## config.mk

```make
export PLATFORM = sky130hd
export DESIGN_NAME = fwd_hazard_ctrl
export DESIGN_NICKNAME = d
export VERILOG_FILES = /design/src/rtl/fwd_hazard_ctrl.sv
export SDC_FILE = /design/constraint.sdc
export NUM_CORES = 1
export LEC_CHECK = 0
export ABC_AREA = 1
export BUFFER_PORTS_ARGS = -buffer_cell sky130_fd_sc_hd__clkbuf_2
export CORE_ASPECT_RATIO = 1.25
export CORE_MARGIN = 2
export CORE_UTILIZATION = 30
export CTS_CLUSTER_DIAMETER = 40
export DETAILED_ROUTE_END_ITERATION = 6
export SLEW_MARGIN = 30
export SYNTH_ARGS = -nofsm -noshare
export SYNTH_HDL_FRONTEND = slang
export SYNTH_SLANG_ARGS = --single-unit
```

## constraint.sdc

```tcl
create_clock -name i_clk -period 4.51 [get_ports i_clk]
set_input_delay 0.451 -clock i_clk [delete_from_list [all_inputs] [get_ports i_clk]]
set_output_delay 0.451 -clock i_clk [all_outputs]
set_load 0.05 [all_outputs]
```

## src/rtl/fwd_hazard_ctrl.sv

```systemverilog
// Forwarding/hazard control: compares decode sources with the EX/MEM destination tags. Selects are registered into EX one clock after decode; o_stall is same-cycle combinational.
// With `FWD_HAZARD_FORWARD_EN defined, selects forward from MEM/WB and only load-use stalls (1 cycle); otherwise selects stay 00 and any EX/MEM hit stalls until WB.
module fwd_hazard_ctrl #(
  parameter int REG_AW = 5,
  parameter int CNT_W  = 16
) (
  input  logic              i_clk,
  input  logic              i_reset,
  input  logic              i_id_valid,
  input  logic [REG_AW-1:0] i_id_rs1,
  input  logic [REG_AW-1:0] i_id_rs2,
  input  logic              i_id_rs1_en,
  input  logic              i_id_rs2_en,
  input  logic [REG_AW-1:0] i_id_rd,
  input  logic              i_id_rd_wren,
  input  logic              i_id_is_load,
  input  logic              i_flush,
  output logic [1:0]        o_fwd_sel_a,
  output logic [1:0]        o_fwd_sel_b,
  output logic              o_stall,
  output logic [CNT_W-1:0]  o_stall_cnt
);

  typedef struct packed {
    logic              vld;
    logic [REG_AW-1:0] rd;
    logic              wren;
    logic              is_load;
  } tag_t;

  tag_t r_ex;
  tag_t r_mem;
  tag_t r_wb;
  tag_t w_id_tag;

  logic w_a_ex;
  logic w_a_mem;
  logic w_b_ex;
  logic w_b_mem;
  logic w_stall;
  logic w_issue;

  logic [CNT_W-1:0] r_stall_cnt;

  function automatic logic f_match(input tag_t t, input logic [REG_AW-1:0] rs,
                                   input logic en, input logic id_vld);
    return t.vld && t.wren && (t.rd == rs) && (rs != '0) && en && id_vld;
  endfunction

  assign w_a_ex  = f_match(r_ex,  i_id_rs1, i_id_rs1_en, i_id_valid);
  assign w_a_mem = f_match(r_mem, i_id_rs1, i_id_rs1_en, i_id_valid);
  assign w_b_ex  = f_match(r_ex,  i_id_rs2, i_id_rs2_en, i_id_valid);
  assign w_b_mem = f_match(r_mem, i_id_rs2, i_id_rs2_en, i_id_valid);

`ifdef FWD_HAZARD_FORWARD_EN
  // Only a load in EX has no result yet; everything else is forwarded.
  assign w_stall = !i_flush && r_ex.is_load && (w_a_ex || w_b_ex);
`else
  assign w_stall = !i_flush && (w_a_ex || w_a_mem || w_b_ex || w_b_mem);
`endif

  assign o_stall = w_stall;
  assign w_issue = i_id_valid && !w_stall && !i_flush;

  always_comb begin
    w_id_tag = '0;
    if (w_issue) begin
      w_id_tag.vld     = 1'b1;
      w_id_tag.rd      = i_id_rd;
      w_id_tag.wren    = i_id_rd_wren;
      w_id_tag.is_load = i_id_is_load;
    end
  end

  always_ff @(posedge i_clk) begin
    if (!i_reset) begin
      r_ex  <= '0;
      r_mem <= '0;
      r_wb  <= '0;
    end else begin
      r_ex  <= w_id_tag;
      r_mem <= r_ex;
      r_wb  <= r_mem;
    end
  end

  // WB producers reach decode through the regfile's write-first bypass, so no compare reads this.
  logic w_unused_tags;
  assign w_unused_tags = ^{r_wb, r_mem.is_load, r_ex.is_load};

`ifdef FWD_HAZARD_FORWARD_EN
  logic [1:0] w_sel_a_nxt;
  logic [1:0] w_sel_b_nxt;
  logic [1:0] r_sel_a;
  logic [1:0] r_sel_b;

  always_comb begin
    w_sel_a_nxt = 2'b00;
    w_sel_b_nxt = 2'b00;
    if (w_issue) begin
      if (w_a_ex)       w_sel_a_nxt = 2'b01;
      else if (w_a_mem) w_sel_a_nxt = 2'b10;
      if (w_b_ex)       w_sel_b_nxt = 2'b01;
      else if (w_b_mem) w_sel_b_nxt = 2'b10;
    end
  end

  always_ff @(posedge i_clk) begin
    if (!i_reset) begin
      r_sel_a <= 2'b00;
      r_sel_b <= 2'b00;
    end else begin
      r_sel_a <= w_sel_a_nxt;
      r_sel_b <= w_sel_b_nxt;
    end
  end

  assign o_fwd_sel_a = r_sel_a;
  assign o_fwd_sel_b = r_sel_b;
`else
  assign o_fwd_sel_a = 2'b00;
  assign o_fwd_sel_b = 2'b00;
`endif

  always_ff @(posedge i_clk) begin
    if (!i_reset) begin
      r_stall_cnt <= '0;
    end else if (w_stall && !(&r_stall_cnt)) begin
      r_stall_cnt <= r_stall_cnt + CNT_W'(1);
    end
  end

  assign o_stall_cnt = r_stall_cnt;

endmodule

```

* Word level (Yosys, flattened, before mapping)
Cells that the tools add are included. Widths: inputs -> output; s select.
Word-level totals: bits in read-only memories 0, memory bits (writable) 0, bits in registers 30, bits in latches 0, logic and storage cells 45, memories kept 0, output and inout bits 21
Operators by class: reductions and logical operators 32, muxes and demuxes 1, div/mod/pow operators 0, equal/unequal tests 4, shifts and indexed selects 0, multiply operators 0, bitwise gates (word level) 0, add/sub/neg operators 1, magnitude comparators 0
Operator list (count):
- $logic_and 1x1->1 | 22
- $eq 5x5->1 | 4
- $add 16x1->16 const B | 1
- $reduce_and 16->1 | 1
- $reduce_bool 5->1 | 2
- $mux 8 | 1
- $logic_not 1->1 | 3
- $logic_or 1x1->1 | 3
- $reduce_and 2->1 | 1

* Longest topological paths before layout
Gate-level depths: netlist of run 1.
depth in word-level cells 13, mapped depth 12

* Least setup slack after synthesis of run 1
Ideal clock, no wire load.
path type reg2reg, start point register r_stall_cnt[1], in the netlist o_stall_cnt[1], end point register r_stall_cnt[11], in the netlist o_stall_cnt[11], slack 2340 ps, arrival 2099 ps, required time 4440 ps, buffers on the path 1, cell stages (with the launch flop) 11, library setup time 70 ps, cell sequence dfxtp_1 -> ha_1 -> nand2_2 -> nor3_4 -> nand2_2 -> clkinv_2 -> nand4_4 -> nand3_4 -> buf_6 -> nand2_1 -> a21oi_1
Between the ends: longest elaborated chain between the ends 3, elaborated cells between the ends (all ways) 4
RTL lines:
- start: declaration | RTL line 43 | logic [CNT_W-1:0] r_stall_cnt;
- start signal: assignment | RTL line 129 | r_stall_cnt <= r_stall_cnt + CNT_W'(1);
- branches (longest 3 deep; another with $add 16x1->16)
Parallel ways; which one is timed is not known. A chain may end at the register's enable or synchronous reset.

* Worst setup path in the final report of run 1
start point register r_ex[5] (netlist bit), end point output o_stall
Between the ends: longest elaborated chain between the ends 9, elaborated cells between the ends (all ways) 14
RTL lines:
- start: declaration | RTL line 31 | tag_t r_ex;
- start signal: assignment | RTL line 81 | r_ex <= w_id_tag;
- $eq 5x5->1 | RTL line 47 | return t.vld && t.wren && (t.rd == rs) && (rs != '0) && en && id_vld;
- $logic_and 1x1->1 (4 in series) | RTL line 47
- $logic_or 1x1->1 | RTL line 59 | assign w_stall = !i_flush && (w_a_ex || w_a_mem || w_b_ex || w_b_mem);
- $logic_or 1x1->1 (*) (2 in series) | RTL line 59
- $logic_and 1x1->1 (*) | RTL line 59
- end: declaration | RTL line 20 | output logic o_stall,
Every way passes the cells marked *; elsewhere a longest branch is shown, timed or not.

==> flow_metrics.env, run 1 <==
export IMPL_outcome="complete, no violations"
export IMPL_dieHeight_um=92.02
export IMPL_synth_top_cells_by_area="dfxtp_1, nand2_1, inv_1"
export IMPL_r2r_end="o_stall_cnt[0]"
export IMPL_cts_hold_buffers=0
export IMPL_clk_path_buf_depth=2
export IMPL_drt_vias_per_instance=4.400
export IMPL_syn_to_final_growth_pct=17.90
export IMPL_finalSetupViolCount=0
export IMPL_drtPass1Iterations=6
export IMPL_root_buffer="clkbuf_8"
export IMPL_cp_end_kind="output pin"
export IMPL_initial_core_util=0.3055
export IMPL_io_buffers=38
export IMPL_antenna_found_initial=0
export IMPL_num_io_pins=44
export IMPL_fin_hold_ws_ps=371.7
export IMPL_pwr_density_cell_nw_per_um2=236.2
export IMPL_layout_nets=366
export IMPL_nFillCells=705
export IMPL_synth_top_area_share=0.3230
export IMPL_arrival_ps=2120
export IMPL_synth_edf_count=0
export IMPL_grt_overflow_total=0
export IMPL_rr_worst_depth=10
export IMPL_netlist_instances=303
export IMPL_first_global_vias=1690
export IMPL_synth_flop_cell="dfxtp_1"
export IMPL_die_area_um2=6847
export IMPL_required_ps=4060
export IMPL_cts_setup_buffers=0
export IMPL_slowest_delay_ps=470
export IMPL_fmaxAchievable_ghz=0.3897
export IMPL_core_um2=6086
export IMPL_tightestPinTransition_ps=606.8
export IMPL_slowest_stage="nand2_1"
export IMPL_min_from="i_id_rd[3]"
export IMPL_rrSetupSlack_ps=2380
export IMPL_drv_slew=0
export IMPL_synthTopCellsByCount="nand2_1, inv_1, nor2_1, dfxtp_1, nand4_1"
export IMPL_grt_max_degree=19
export IMPL_critical_path_class="flip-flop to output pin"
export IMPL_syn_avg_cell_area_um2=6.136
export IMPL_routed_wl_um=4441
export IMPL_dp_hpwl_um=3399
export IMPL_path_clk_slew_ps=60
export IMPL_synth_seq_cells=30
export IMPL_yosysSeqAreaShare=0.3230
export IMPL_hold_end="r_ex[5]"
export IMPL_path_cells="inv_1, nand2_1, nand2_1, nor2_1, nand3_1, nand2_1, nand2_1, nand2_1, nand2_1, inv_1, clkbuf_2"
export IMPL_cp_common_cell="nand2_1"
export IMPL_cts_buffers=5
export IMPL_ir_worst_vdd_v=0.0001067
export IMPL_p_leak_nw=1.142
export IMPL_ys_warn_count=0
export IMPL_fin_skew_ps=6.048
export IMPL_placed_area_um2=2113
export IMPL_dr_first_iter_drc_count=47
export IMPL_synthDistinctLibCells=25
export IMPL_cts_sink_count=30
export IMPL_clock_latency_ps=280
export IMPL_h_tree_depth=2
export IMPL_postLayoutCellArea_um2=2192
export IMPL_post_route_drc_count=0
export IMPL_timing_critical_path_fanout_max=17
export IMPL_hp_class="primary input to flip-flop"
export IMPL_n_antenna_cell=0
export IMPL_gp_congestion=0.8772
export IMPL_rows=32
export IMPL_rsz0062_at_grt="false"
export IMPL_synth_top_area_cell="dfxtp_1"
export IMPL_synth_most_common_cell="nand2_1"
export IMPL_fin_util=0.3602
export IMPL_post_drt_wl_per_cell_um=10.40
export IMPL_timing_final_crit_share=0.5690
export IMPL_drtAntennaViolNets=0
export IMPL_syn_area_um2=1859
export IMPL_drive_gt1_frac=0.1579
export IMPL_start_kind="flip-flop"
export IMPL_cts_tree="done"
export IMPL_worstReg2RegStart="o_stall_cnt[0]"
export IMPL_min_path_cells=3
export IMPL_cap_violations=0
export IMPL_async_flop_share=0
export IMPL_fin_setup_tns_ps=0
export IMPL_post_route_min_period_ps=2566
export IMPL_hold_violations=0
export IMPL_grtUsageTotal=0.1361
export IMPL_cts_repair_resized=0
export IMPL_slew_headroom=0.5945
export IMPL_grt_pass1_wl_um=7279
export IMPL_vias=1879
export IMPL_die_w_um=74.42
[where the power goes]
part           switching, mW  internal, mW  leakage (nW)  total (mW)
Sequential           0.00189         0.268         0.243       0.270
Clock                 0.0956         0.103        0.0438       0.199
Combinational         0.0335        0.0156         0.856      0.0491
[state kept, by name (all words and copies together), names as in the netlist]
| signal | cells |
|---|---|
| r_ex | 7 |
| r_mem | 7 |
| o_stall_cnt | 16 |
[worst max-delay path, delay by kind of cell (launching register included)]
| family | cells | cell delay (ps) |
|---|---|---|
| and+or+nand+nor | 8 | 1070 |
| buffers and inverters | 3 | 420 |
| DFF | 1 | 370 |
[metrics by stage]
| step | std cells | power, mW | setup slack [ps] |
|---|---|---|---|
| 6_report | 427 | 0.5177 | 1944 |
| 5_1_grt | 427 | 0.5455 | 1747 |
| 4_1_cts | 427 | 0.5282 | 1930 |
| 3_5_place_dp | 420 | 0.3252 | 2030 |
| 3_3_place_gp | 420 | 0.3249 | 2020 |
| 2_1_floorplan | 306 | 0.3085 | 2341 |
[logic make-up (layout without fill, tap and decap cells)]
family / count (synthesis) / in the layout / synth area share
other: 1 / 4 / 0.002017
buffers and inverters: 64 / 100 / 0.1427
DFF: 30 / 30 / 0.3230
xor gates and xnor gates: 11 / 11 / 0.05182
AOI/OAI and AO/OA: 17 / 17 / 0.04576
adders and majority gates: 1 / 1 / 0.006728
and+or+nand+nor: 179 / 179 / 0.4280
[cell type report]
cell class | instances | area [µm²] | share of cell area
Inverter | 54 | 203.9 | 0.09304
Clock inverter | 2 | 10.01 | 0.004566
Sequential cell | 30 | 600.6 | 0.2740
Timing Repair Buffer | 39 | 197.7 | 0.09018
Tap cell | 85 | 106.4 | 0.04852
Clock buffer | 5 | 68.82 | 0.03139
Multi-Input combinational cell | 212 | 1005 | 0.4583
[per-layer routing]
| layer | track usage | wire (µm) | part of all wire |
|---|---|---|---|
| met5 | 0 | 0 | 0 |
| met4 | 0.05208 | 112 | 0.025 |
| met3 | 0.03297 | 210 | 0.047 |
| met2 | 0.2382 | 2256 | 0.51 |
| met1 | 0.1550 | 1862 | 0.42 |
[layout by cell type, fill, tap and decap left out, types with 2 or more instances in the layout]
cell,instances
a21oi_1,13
clkbuf_2,38
clkbuf_8,5
clkinv_2,3
conb_1,4
dfxtp_1,30
inv_1,52
nand2_1,99
nand2_2,2
nand3_1,14
nand4_1,18
nor2_1,38
nor3_1,3
o21ai_0,4
xnor2_1,3
xor2_1,8
[worst max path at each step]
stage                               from               to  slack (ps)  depth (start not counted)
final                            r_ex[5]          o_stall        1940                         11
after global routing             r_ex[5]          o_stall        1750                         11
after CTS                        r_ex[5]          o_stall        1930                         11
after detailed placement     i_id_rs1[3]          o_stall        2030                         12
after global placement       i_id_rs1[3]          o_stall        2020                         12
after floorplan           o_stall_cnt[1]  o_stall_cnt[11]        2340                         10
(Power assumes the default switching activity.)
==> run 2, diff against run 1 <==
clock period = 2.2 ns   (was 4.51 ns; I/O delays follow)
==> flow_metrics.env, run 2 (synthesized netlist as in run 1, its figures left out) <==
export IMPL_die_w_um=74.42
export IMPL_placed_area_um2=2136
export IMPL_largest_reg_flops=16
export IMPL_pwr_density_cell_nw_per_um2=497.2
export IMPL_cts_hold_buffers=0
export IMPL_finalSetupViolCount=0
export IMPL_dr_first_iter_drc_count=87
export IMPL_top_layer="met4"
export IMPL_rsz0062_at_grt="false"
export IMPL_clock_latency_ps=280
export IMPL_cts_buffers=5
export IMPL_layout_nets=369
export IMPL_num_io_pins=44
export IMPL_clk_path_buf_depth=2
export IMPL_first_global_vias=1705
export IMPL_ir_worst_vdd_v=0.0002655
export IMPL_initial_core_util=0.3055
export IMPL_rows=32
export IMPL_cts_tree="done"
export IMPL_drive_gt1_frac=0.1676
export IMPL_vias=1896
export IMPL_die_area_um2=6847
export IMPL_drtAntennaViolNets=0
export IMPL_seq_area_um2=600.6
export IMPL_path_clk_slew_ps=60
export IMPL_dieHeight_um=92.02
export IMPL_io_buffers=38
export IMPL_nFillCells=717
export IMPL_path_cells="inv_1, nand2_1, nand2_1, nor2_1, nand3_1, nand2_1, nand2_1, nand2_4, nand2_1, inv_1, buf_2"
export IMPL_timing_final_crit_share=0.8797
export IMPL_required_ps=1980
export IMPL_drt_vias_per_instance=4.399
export IMPL_drtPass1Iterations=4
export IMPL_drv_slew=0
export IMPL_grt_pass1_wl_um=7369
export IMPL_fin_setup_tns_ps=0
export IMPL_post_drt_wl_per_cell_um=10.35
export IMPL_slowest_stage="dfxtp_1"
export IMPL_cp_end_kind="output pin"
export IMPL_rrSetupSlack_ps=390
export IMPL_final_common_cell="nand2_1"
export IMPL_h_tree_depth=2
export IMPL_slowest_delay_ps=370
export IMPL_gp_congestion=0.8255
export IMPL_layout_common_cells="nand2_1, inv_1, nor2_1, clkbuf_2, dfxtp_1"
export IMPL_n_antenna_cell=0
export IMPL_grtUsageTotal=0.1378
export IMPL_wl_met1_um=1931
export IMPL_route_met2_wl_um=2214
export IMPL_outcome="complete, no violations"
export IMPL_dp_hpwl_um=3429
export IMPL_hold_violations=0
export IMPL_routed_wl_um=4460
export IMPL_grt_overflow_total=0
export IMPL_syn_to_final_growth_pct=20.19
export IMPL_start_kind="flip-flop"
export IMPL_core_um2=6086
export IMPL_cap_violations=0
export IMPL_timing_critical_path_fanout_max=8
export IMPL_root_buffer="clkbuf_8"
export IMPL_arrival_ps=1720
export IMPL_fin_skew_ps=6.996
export IMPL_postLayoutCellArea_um2=2235
export IMPL_antenna_found_initial=0
export IMPL_p_leak_nw=1.163
export IMPL_hp_class="primary input to flip-flop"
export IMPL_cts_sink_count=30
export IMPL_fmaxAchievable_ghz=0.5167
export IMPL_post_route_drc_count=0
export IMPL_cp_common_cell="nand2_1"
export IMPL_critical_path_class="flip-flop to output pin"
export IMPL_post_route_min_period_ps=1935
export IMPL_multi_input_area_um2=1012
export IMPL_wl_met3_um=252
export IMPL_grt_max_degree=19
==> run 2: area by class of cell <==
| type | instances | area share |
|---|---|---|
| inverter | 54 | 0.09127 |
| multi-input combinational | 212 | 0.4530 |
| timing repair buffer | 42 | 0.09854 |
| clock buffer | 7 | 0.03863 |
| tap | 85 | 0.04759 |
| clock inverter | 1 | 0.002240 |
| sequential | 30 | 0.2688 |
==> run 2: through the flow <==
step                hold WS (ps)  setup WS, ps  power, mW  cells  utilization
finish                     129.4         264.7      1.111    431       0.3672
global placement           414.7         396.8     0.6651    423       0.3509
floorplan                  332.2         30.50     0.6324    306            -
CTS                        118.5         76.88      1.133    431       0.3660
detailed placement         418.8         392.4     0.6653    423       0.3509
global route               132.6         51.00      1.166    431       0.3672
==> run 2: where the power goes <==
group / switching, mW / internal (mW)
clock network: 0.207 / 0.252
logic: 0.0674 / 0.0319
registers: 0.00386 / 0.549
==> run 2: final timing paths <==
path | endpoint | cells after the start | start
worst min register to register | r_mem[1] | 2 | r_ex[1]
worst min-delay path | r_ex[5] | 3 | i_id_rd[3]
worst max-delay path | o_stall | 11 | r_ex[5]
worst max register to register | o_stall_cnt[1] | 10 | o_stall_cnt[0]
==> run 2: critical path: cells and delay by family, from the launching register on <==
kind	cells	cell delay [ps]
buffers and inverters	3	370
and+or+nand+nor	8	680
DFF	1	370
==> run 2: per-layer routing <==
metal,up-vias,track usage
met3,6,0.03516
met2,55,0.2360
met4,0,0.04464
met5,-,0
met1,828,0.1642
li1,1007,-
==> run 2: what timing repair did <==
item,in CTS,in global routing
endpoints found under the setup margin,0,1
resized for setup,0,3
buffers inserted,0,0
==> run 3, diff against run 2 <==
CORE_UTILIZATION = 40   (was 30)
CTS_BUF_LIST = sky130_fd_sc_hd__clkbuf_8   (was not set)
==> flow_metrics.env, run 3 (synthesized netlist as in run 1, its figures left out) <==
export IMPL_hold_violations=0
export IMPL_postLayoutCellArea_um2=2213
export IMPL_timing_critical_path_fanout_max=8
export IMPL_drv_slew=0
export IMPL_cts_setup_buffers=0
export IMPL_h_tree_depth=2
export IMPL_drtAntennaViolNets=0
export IMPL_fin_skew_ps=5.129
export IMPL_nFillCells=496
export IMPL_pwr_density_cell_nw_per_um2=542.7
export IMPL_post_place_ws_ps=378.2
export IMPL_clk_path_buf_depth=2
export IMPL_drive_gt1_frac=0.1705
export IMPL_io_buffers=38
export IMPL_cts_tree="done"
export IMPL_post_route_min_period_ps=1968
export IMPL_grt_max_degree=19
export IMPL_dr_first_iter_drc_count=69
export IMPL_seq_area_um2=600.6
export IMPL_path_clk_slew_ps=60
export IMPL_fin_util=0.5001
export IMPL_layout_common_cells="nand2_1, inv_1, nor2_1, clkbuf_2, dfxtp_1"
export IMPL_syn_to_final_growth_pct=19.04
export IMPL_drt_vias_per_instance=4.671
export IMPL_outcome="complete, no violations"
export IMPL_clock_latency_ps=280
export IMPL_placed_area_um2=2102
export IMPL_cts_sink_count=30
export IMPL_root_buffer="clkbuf_8"
export IMPL_p_leak_nw=1.171
export IMPL_drtPass1Iterations=4
export IMPL_fmaxAchievable_ghz=0.5082
export IMPL_arrival_ps=1750
export IMPL_start_kind="flip-flop"
export IMPL_grt_overflow_total=0
export IMPL_gp_congestion=0.8370
export IMPL_rsz0062_at_grt="false"
export IMPL_post_route_drc_count=0
export IMPL_num_io_pins=44
export IMPL_layout_nets=369
export IMPL_multi_input_area_um2=1007
export IMPL_grt_pass1_wl_um=7396
export IMPL_hp_class="primary input to flip-flop"
export IMPL_post_drt_wl_per_cell_um=10.54
export IMPL_finalSetupViolCount=0
export IMPL_routed_wl_um=4258
export IMPL_antenna_found_initial=0
export IMPL_dp_hpwl_um=3309
export IMPL_timing_final_crit_share=0.8944
export IMPL_grtUsageTotal=0.1807
export IMPL_vias=1887
export IMPL_largest_reg_flops=16
export IMPL_die_w_um=64.98
export IMPL_initial_core_util=0.4201
export IMPL_totalPowerFinal_mw=1.201
export IMPL_rows=27
export IMPL_cts_buffers=5
export IMPL_die_area_um2=5213
export IMPL_core_um2=4425
export IMPL_first_global_vias=1741
export IMPL_fin_setup_tns_ps=0
export IMPL_n_antenna_cell=0
export IMPL_critical_path_class="flip-flop to output pin"
export IMPL_required_ps=1980
export IMPL_cp_end_kind="output pin"
export IMPL_final_common_cell="nand2_1"
export IMPL_cts_hold_buffers=0
export IMPL_ir_worst_vdd_v=0.0003377
export IMPL_cap_violations=0
export IMPL_worst_slack_ps=232.3
export IMPL_dieHeight_um=80.23
[run 3: cell types whose count changed in the layout (fill, tap and decap cells not counted), sizes merged]
cell    before  now
clkinv       2    3
bufinv       0    1
clkbuf      44   43
buf          5    4
[run 3: repair_timing]
action | in CTS | in global routing
setup endpoints to repair | 0 | 1
resized for setup | 0 | 1
hold endpoints to repair | 0 | 0
[run 3: worst max-delay path: stages (launching register included)]
cell and delay (ps):
dfxtp_1 350, inv_1 60, nand2_1 50, o21ai_0 70, nor2_1 110, nand3_1 80, nand2_1 70, nand2_1 80
nand2_2 190, nand2_1 80, inv_1 60, clkbuf_2 260
[run 3: layout make-up]
cell class,instances,share of cell area
sequential,30,0.2713
timing repair buffer,42,0.09949
clock buffer,5,0.03109
multi-input combinational,212,0.4551
tap,58,0.03279
clock inverter,3,0.01809
inverter,54,0.09214
[run 3: path summary, 6_finish.rpt]
kind / slack, ps / end / start / cells after the start
setup reg to reg: 390 / o_stall_cnt[2] / o_stall_cnt[0] / 9
hold reg to reg: 430 / r_mem[7] / r_ex[7] / 2
hold / removal: 130 / r_ex[5] / i_id_rd[3] / 3
setup / recovery: 230 / o_stall / r_mem[5] / 11
[run 3: power breakdown]
group | internal, mW | leakage, nW | switching [mW]
Sequential | 0.549 | 0.243 | 0.00381
Combinational | 0.0319 | 0.870 | 0.0682
Clock | 0.333 | 0.0579 | 0.215
Total | 0.914 | 1.17 | 0.287
[run 3: metal layers]
| metal | up-vias | part of all wire | global-route usage |
|---|---|---|---|
| met5 | - | 0 | 0 |
| met4 | 0 | 0.014 | 0.06170 |
| met3 | 7 | 0.040 | 0.03501 |
| met2 | 38 | 0.52 | 0.3320 |
| met1 | 834 | 0.43 | 0.2057 |
| li1 | 1008 | - | - |
[run 3: through the flow]
stage / instances / hold WS [ps]
after floorplan: 306 / 332.2
after global placement: 396 / 414.1
after detailed placement: 396 / 417.9
after CTS: 404 / 126.4
after global routing: 404 / 126.7
final: 404 / 133.8
